==> src/rtl/alu_issue_ctrl.sv <==
// Issue/sequencing front end for a combinational ALU: decode, operand fetch, capture, writeback.
// Optional performance counters are compiled in with `define ALU_ISSUE_PERF_EN.
module alu_issue_ctrl #(
  parameter  int NREGS = 8,
  parameter  int IMM_W = 18,
  localparam int RW    = $clog2(NREGS)
) (
  input  logic          clk,
  input  logic          rst,
  input  logic          in_valid,
  output logic          in_ready,
  input  logic [31:0]   in_instr,
  output logic [3:0]    alu_ctrl,
  output logic [31:0]   alu_a,
  output logic [31:0]   alu_b,
  input  logic [31:0]   alu_res,
  input  logic          alu_zf,
  input  logic          alu_nf,
  input  logic          alu_ef,
  input  logic          alu_gf,
  input  logic          alu_lf,
  output logic          out_valid,
  input  logic          out_ready,
  output logic [31:0]   out_res,
  output logic [4:0]    out_flags,
  output logic [RW-1:0] out_rd,
  output logic          out_illegal
`ifdef ALU_ISSUE_PERF_EN
  ,
  output logic [31:0]   perf_retired,
  output logic [31:0]   perf_illegal
`endif
);

  typedef enum logic [1:0] {S_IDLE, S_DECODE, S_EXEC, S_WB} state_t;

  state_t          state_q, state_d;
  logic [31:0]     instr_q, instr_d;
  logic [3:0]      alu_ctrl_q, alu_ctrl_d;
  logic [31:0]     alu_a_q, alu_a_d;
  logic [31:0]     alu_b_q, alu_b_d;
  logic [31:0]     out_res_q, out_res_d;
  logic [4:0]      out_flags_q, out_flags_d;
  logic [RW-1:0]   out_rd_q, out_rd_d;
  logic            out_illegal_q, out_illegal_d;
  logic            out_valid_q, out_valid_d;
  logic            in_ready_q, in_ready_d;
  logic            first_wb_q, first_wb_d;
  logic            wb_we;
  logic [31:0]     regs_q [NREGS];
  logic [31:0]     regs_d [NREGS];
  logic [31:0]     rf_view [NREGS];

  logic [3:0]      opcode;
  logic [RW-1:0]   fld_rd, fld_rs1, fld_rs2;
  logic            imm_sel;
  logic [31:0]     imm_ext;
  logic            illegal;

  assign opcode  = instr_q[31:28];
  assign fld_rd  = instr_q[27:25];
  assign fld_rs1 = instr_q[24:22];
  assign fld_rs2 = instr_q[21:19];
  assign imm_sel = instr_q[IMM_W];
  assign imm_ext = {{(32-IMM_W){instr_q[IMM_W-1]}}, instr_q[IMM_W-1:0]};
  assign illegal = (opcode >= 4'd10);

  // R0 is hardwired to zero on the read side; writes to it are suppressed too.
  genvar gi;
  generate
    for (gi = 0; gi < NREGS; gi++) begin : g_rf_view
      if (gi == 0) begin : g_zero
        assign rf_view[gi] = '0;
      end else begin : g_reg
        assign rf_view[gi] = regs_q[gi];
      end
    end
  endgenerate

  always_comb begin
    state_d       = state_q;
    instr_d       = instr_q;
    alu_ctrl_d    = alu_ctrl_q;
    alu_a_d       = alu_a_q;
    alu_b_d       = alu_b_q;
    out_res_d     = out_res_q;
    out_flags_d   = out_flags_q;
    out_rd_d      = out_rd_q;
    out_illegal_d = out_illegal_q;
    first_wb_d    = first_wb_q;
    wb_we         = 1'b0;
    case (state_q)
      S_IDLE: begin
        if (in_valid) begin
          instr_d = in_instr;
          state_d = S_DECODE;
        end
      end
      S_DECODE: begin
        alu_ctrl_d = opcode;
        alu_a_d    = rf_view[fld_rs1];
        alu_b_d    = imm_sel ? imm_ext : rf_view[fld_rs2];
        state_d    = S_EXEC;
      end
      S_EXEC: begin
        out_res_d     = illegal ? '0 : alu_res;
        out_flags_d   = illegal ? '0 : {alu_zf, alu_nf, alu_ef, alu_gf, alu_lf};
        out_rd_d      = fld_rd;
        out_illegal_d = illegal;
        first_wb_d    = 1'b1;
        state_d       = S_WB;
      end
      S_WB: begin
        first_wb_d = 1'b0;
        wb_we      = first_wb_q && !out_illegal_q && (out_rd_q != '0);
        if (out_ready) state_d = S_IDLE;
      end
      default: state_d = S_IDLE;
    endcase
    in_ready_d  = (state_d == S_IDLE);
    out_valid_d = (state_d == S_WB);
  end

  always_comb begin
    for (int i = 0; i < NREGS; i++) regs_d[i] = regs_q[i];
    if (wb_we) regs_d[out_rd_q] = out_res_q;
  end

  always_ff @(posedge clk) begin
    if (rst) begin
      state_q       <= S_IDLE;
      instr_q       <= '0;
      alu_ctrl_q    <= '0;
      alu_a_q       <= '0;
      alu_b_q       <= '0;
      out_res_q     <= '0;
      out_flags_q   <= '0;
      out_rd_q      <= '0;
      out_illegal_q <= 1'b0;
      out_valid_q   <= 1'b0;
      in_ready_q    <= 1'b1;
      first_wb_q    <= 1'b0;
      for (int i = 0; i < NREGS; i++) regs_q[i] <= '0;
    end else begin
      state_q       <= state_d;
      instr_q       <= instr_d;
      alu_ctrl_q    <= alu_ctrl_d;
      alu_a_q       <= alu_a_d;
      alu_b_q       <= alu_b_d;
      out_res_q     <= out_res_d;
      out_flags_q   <= out_flags_d;
      out_rd_q      <= out_rd_d;
      out_illegal_q <= out_illegal_d;
      out_valid_q   <= out_valid_d;
      in_ready_q    <= in_ready_d;
      first_wb_q    <= first_wb_d;
      for (int i = 0; i < NREGS; i++) regs_q[i] <= regs_d[i];
    end
  end

  assign in_ready    = in_ready_q;
  assign alu_ctrl    = alu_ctrl_q;
  assign alu_a       = alu_a_q;
  assign alu_b       = alu_b_q;
  assign out_valid   = out_valid_q;
  assign out_res     = out_res_q;
  assign out_flags   = out_flags_q;
  assign out_rd      = out_rd_q;
  assign out_illegal = out_illegal_q;

`ifdef ALU_ISSUE_PERF_EN
  logic [31:0] perf_retired_q, perf_retired_d;
  logic [31:0] perf_illegal_q, perf_illegal_d;

  always_comb begin
    perf_retired_d = perf_retired_q;
    perf_illegal_d = perf_illegal_q;
    if (out_valid_q && out_ready) begin
      if (out_illegal_q) perf_illegal_d = perf_illegal_q + 32'd1;
      else               perf_retired_d = perf_retired_q + 32'd1;
    end
  end

  always_ff @(posedge clk) begin
    if (rst) begin
      perf_retired_q <= '0;
      perf_illegal_q <= '0;
    end else begin
      perf_retired_q <= perf_retired_d;
      perf_illegal_q <= perf_illegal_d;
    end
  end

  assign perf_retired = perf_retired_q;
  assign perf_illegal = perf_illegal_q;
`endif

endmodule

==> config.mk <==
export PLATFORM = sky130hd
export DESIGN_NAME = alu_issue_ctrl
export DESIGN_NICKNAME = d
export VERILOG_FILES = /design/src/rtl/alu_issue_ctrl.sv
export SDC_FILE = /design/constraint.sdc
export NUM_CORES = 1
export LEC_CHECK = 0
export BUFFER_PORTS_ARGS = -buffer_cell sky130_fd_sc_hd__buf_2
export CORE_MARGIN = 4
export CORE_UTILIZATION = 40
export DETAILED_ROUTE_END_ITERATION = 16
export GPL_TIMING_DRIVEN = 0
export RECOVER_POWER = 50
export SETUP_SLACK_MARGIN = 0.5
export SKIP_CTS_REPAIR_TIMING = 1
export SLEW_MARGIN = 5
export SYNTH_ARGS = -nofsm -noshare
export SYNTH_HDL_FRONTEND = slang
export SYNTH_SLANG_ARGS = --single-unit
==> constraint.sdc <==
create_clock -name clk -period 2.4 [get_ports clk]
set_clock_uncertainty 0.05 [all_clocks]
set_input_delay 0.48 -clock clk [delete_from_list [all_inputs] [get_ports clk]]
set_output_delay 0.48 -clock clk [all_outputs]
set_load 0.05 [all_outputs]
==> run_results.csv <==
group,metric,value,unit
floorplan,fp.dieW,211,um
yosys,async_flop_share,0,%
drt,initialDrtViolationCount,1746,
drt,via_per_inst,5.81,
yosys,syn-cell-area,16600,sq um
timing,min_period,2.10,ns
cts,cts_tree,"built",
layout,syn2layout_area_growth,22.5,%
critical_path,path_class,"input port to flop",
global_route,grt_pass1_vias,15204,
drt,drt_first_pass_iters,5,
timing,finalSetupTns,0,ns
layout,antenna_cells,0,
yosys,synthesis.nets,2054,
yosys,synth_cell_type_count,37,
yosys,synthTopCellsByCount,"524 x nand2_1, 370 x dfxtp_1, 281 x a21oi_1, 123 x nor2_1, 114 x clkbuf_1",
pwr,comb_power_share,13.7,%
pwr,p_clk_share,43.9,%
global_route,grt_start_max_net_pins,14,
floorplan,core-area,40900,sq um
timing,whs,0.0942,ns
place,io_buffers,182,
yosys,synth.most_common_cell,"nand2_1",
yosys,syn_inst,1981,
global_route,grt_pass1_wl,94.3,mm
yosys,synthAdderAreaFrac,0,%
floorplan,die_h,211,um
timing,setup_viol,0,
yosys,ys_warn_count,0,
drt,ant_nets,0,
timing,post-route-period-util,87.6,%
timing,timing.fmax,0.475,GHz
outcome,status,"completed",
drt,wire_per_inst,23.4,um
job,maxCapViolCount,0,
timing,rsz0062_at_grt,"true",
place,dp_slack,-0.257,ns
yosys,synth_seq_cells,370,
yosys,synthMuxAreaShare,12.5,%
yosys,yosysTopAreaCell,"dfxtp_1",
critical_path,startpoint_type,"input port",
global_route,grt_overflow_total,0,
timing,relSlewSlack,37.4,%
timing,hold_viol_final,0,
cts,numClockSinks,370,
timing,final_max_slew_viol_count,0,
yosys,synthTopCellsByArea,"dfxtp_1 45%, nand2_1 12%, a21oi_1 8.5%",
cts,clockBufferDepth,3,
global_route,grtUsageTotal,27.7,%
pwr,vdd.ir_drop.worst,0.510,mV
yosys,synth_compound_area_share,17.1,%
place,post-dp-hpwl,45.2,mm
min_path,hold_class,"input port to flop",
pwr,power.switching,0.00426,W
drt,vias,16199,
cts,insertion_delay,0.57,ns
drt,drcViolationCount,0,
layout,seq_area,7410,sq um
critical_path,cp_data_required_time,2.77,ns
layout,n_fill_cell,3964,
yosys,synthSimpleGateAreaFrac,19.2,%
yosys,syn_area_per_cell,8.36,sq um
timing,worst_slack,0.297,ns
yosys,synth_ff_type,"dfxtp_1",
floorplan,io_pins,184,
pwr,p_int,0.0108,W
place,routabilityCongestion,0.929,
layout,final_nets,2299,
layout,multi_input_area,8430,sq um
floorplan,initial_utilization,40.5,%
pwr,seq_power_share,42.4,%
pwr,finalPower,0.0151,W
cts,cts.clk_slew.worst_paths,0.06,ns
timing,worstMarginPinSlew,0.939,ns
global_route,antenna_found_initial,0,
critical_path,cp_data_arrival_time,2.47,ns
yosys,yosysSeqAreaShare,44.7,%
critical_path,cp_max_fo,10,
cts,numCtsBuffers,42,
layout,fin_cells,2789,
floorplan,rows,74,
cts,cts_max_level,2,
yosys,synth_edf_count,0,
drt,routed_wirelength,65.3,mm
pwr,p_sw_share,28.2,%
floorplan,dieArea,44700,sq um
yosys,synthXorXnorAreaFrac,0,%
critical_path,endpoint_kind,"flop",
critical_path,rrSetupSlack,0.36,ns
layout,final_layout_size_suffix_gt1_share,20.8,%
yosys,synth_top_area_share,44.7,%
pwr,p_per_area,744,nW/um^2
pwr,leakagePower,7.06,nW
yosys,synth_top_family_by_area,"simple AND/OR/NAND/NOR gates",
cts,root_buffer,"clkbuf_16",
place,place_inst,2695,
-- layout make-up --
class	count	share of cell area, %
Tap cell	532	3.28
Clock buffer	66	6.48
Buffer	213	6.80
Clock inverter	9	0.493
Sequential cell	370	36.5
Multi-Input combinational cell	1397	41.5
Inverter	1	0.0185
Timing Repair Buffer	201	4.90
-- stage by stage --
stage	util, %	cell area [sq um]
after floorplan	-	16600
after CTS	47.8	19600
after detailed placement	44.3	18100
after global routing	49.6	20300
after global placement	44.3	18100
final	49.6	20300
-- power by group through the flow --
stage | registers, W | logic [W] | clock network [W]
2_1_floorplan | 0.00693 | 0.000812 | 0
3_3_place_gp | 0.00653 | 0.00189 | 0
3_5_place_dp | 0.00653 | 0.00191 | 0
4_1_cts | 0.00640 | 0.00191 | 0.00667
5_1_grt | 0.00642 | 0.00216 | 0.00693
6_report | 0.00640 | 0.00206 | 0.00663
-- cells in the final DEF, fill, tap and decap left out, drive strengths merged, types with 2 or more instances in the layout --
cell type and count:
nand2 524, dfxtp 370, a21oi 281, clkbuf 258
buf 222, nor2 123, mux2i 96, nor3 46
a22oi 37, nor2b 36, mux4 33, mux2 33
a221oi 32, o22ai 31, a2111oi 30, o21ai 18
and3 18, o32ai 17, o31a 15, nand2b 6
clkinv 5, and4b 4, nand4b 3, a211oi 3
nand4bb 2, bufinv 2, clkinvlp 2, nand3 2
-- cells by family after synthesis --
family          count (synthesis)
simple gates                  769
buf+inv                       214
compound gates                466
flops                         370
mux                           162
-- critical path, stage by stage --
cell      delay [ns]
clkbuf_1        0.58
clkbuf_1        0.69
clkbuf_1        0.63
a21oi_1         0.08
-- path summary, 6_finish.rpt --
path	to	depth (start not counted)	startpoint
worst min register to register	instr_q[0]	2	instr_q[0]
worst min-delay path	out_res[9]	3	alu_res[9]
worst max register to register	alu_b[14]	5	instr_q[19]
worst max-delay path	regs_q[0][122]	4	rst
-- metal layers --
layer / up-vias / track usage, % / wire length, um
li1: 7338 / - / -
met1: 7768 / 37.1 / 27000
met2: 926 / 43.0 / 29000
met3: 167 / 6.48 / 6310
met4: 0 / 11.9 / 2870
met5: - / 0 / 0
-- state kept, by name, summed over array words and instances, names as in the netlist --
| signal | flops |
|---|---|
| regs_q | 224 |
| instr_q | 32 |
| first_wb_q | 1 |
| out_valid | 1 |
| out_flags | 5 |
| alu_ctrl | 4 |
| out_res | 32 |
| in_ready | 1 |
| alu_b | 32 |
| state_q | 2 |
| out_rd | 3 |
| alu_a | 32 |
| out_illegal | 1 |
Power figures use the tool's default switching activity.
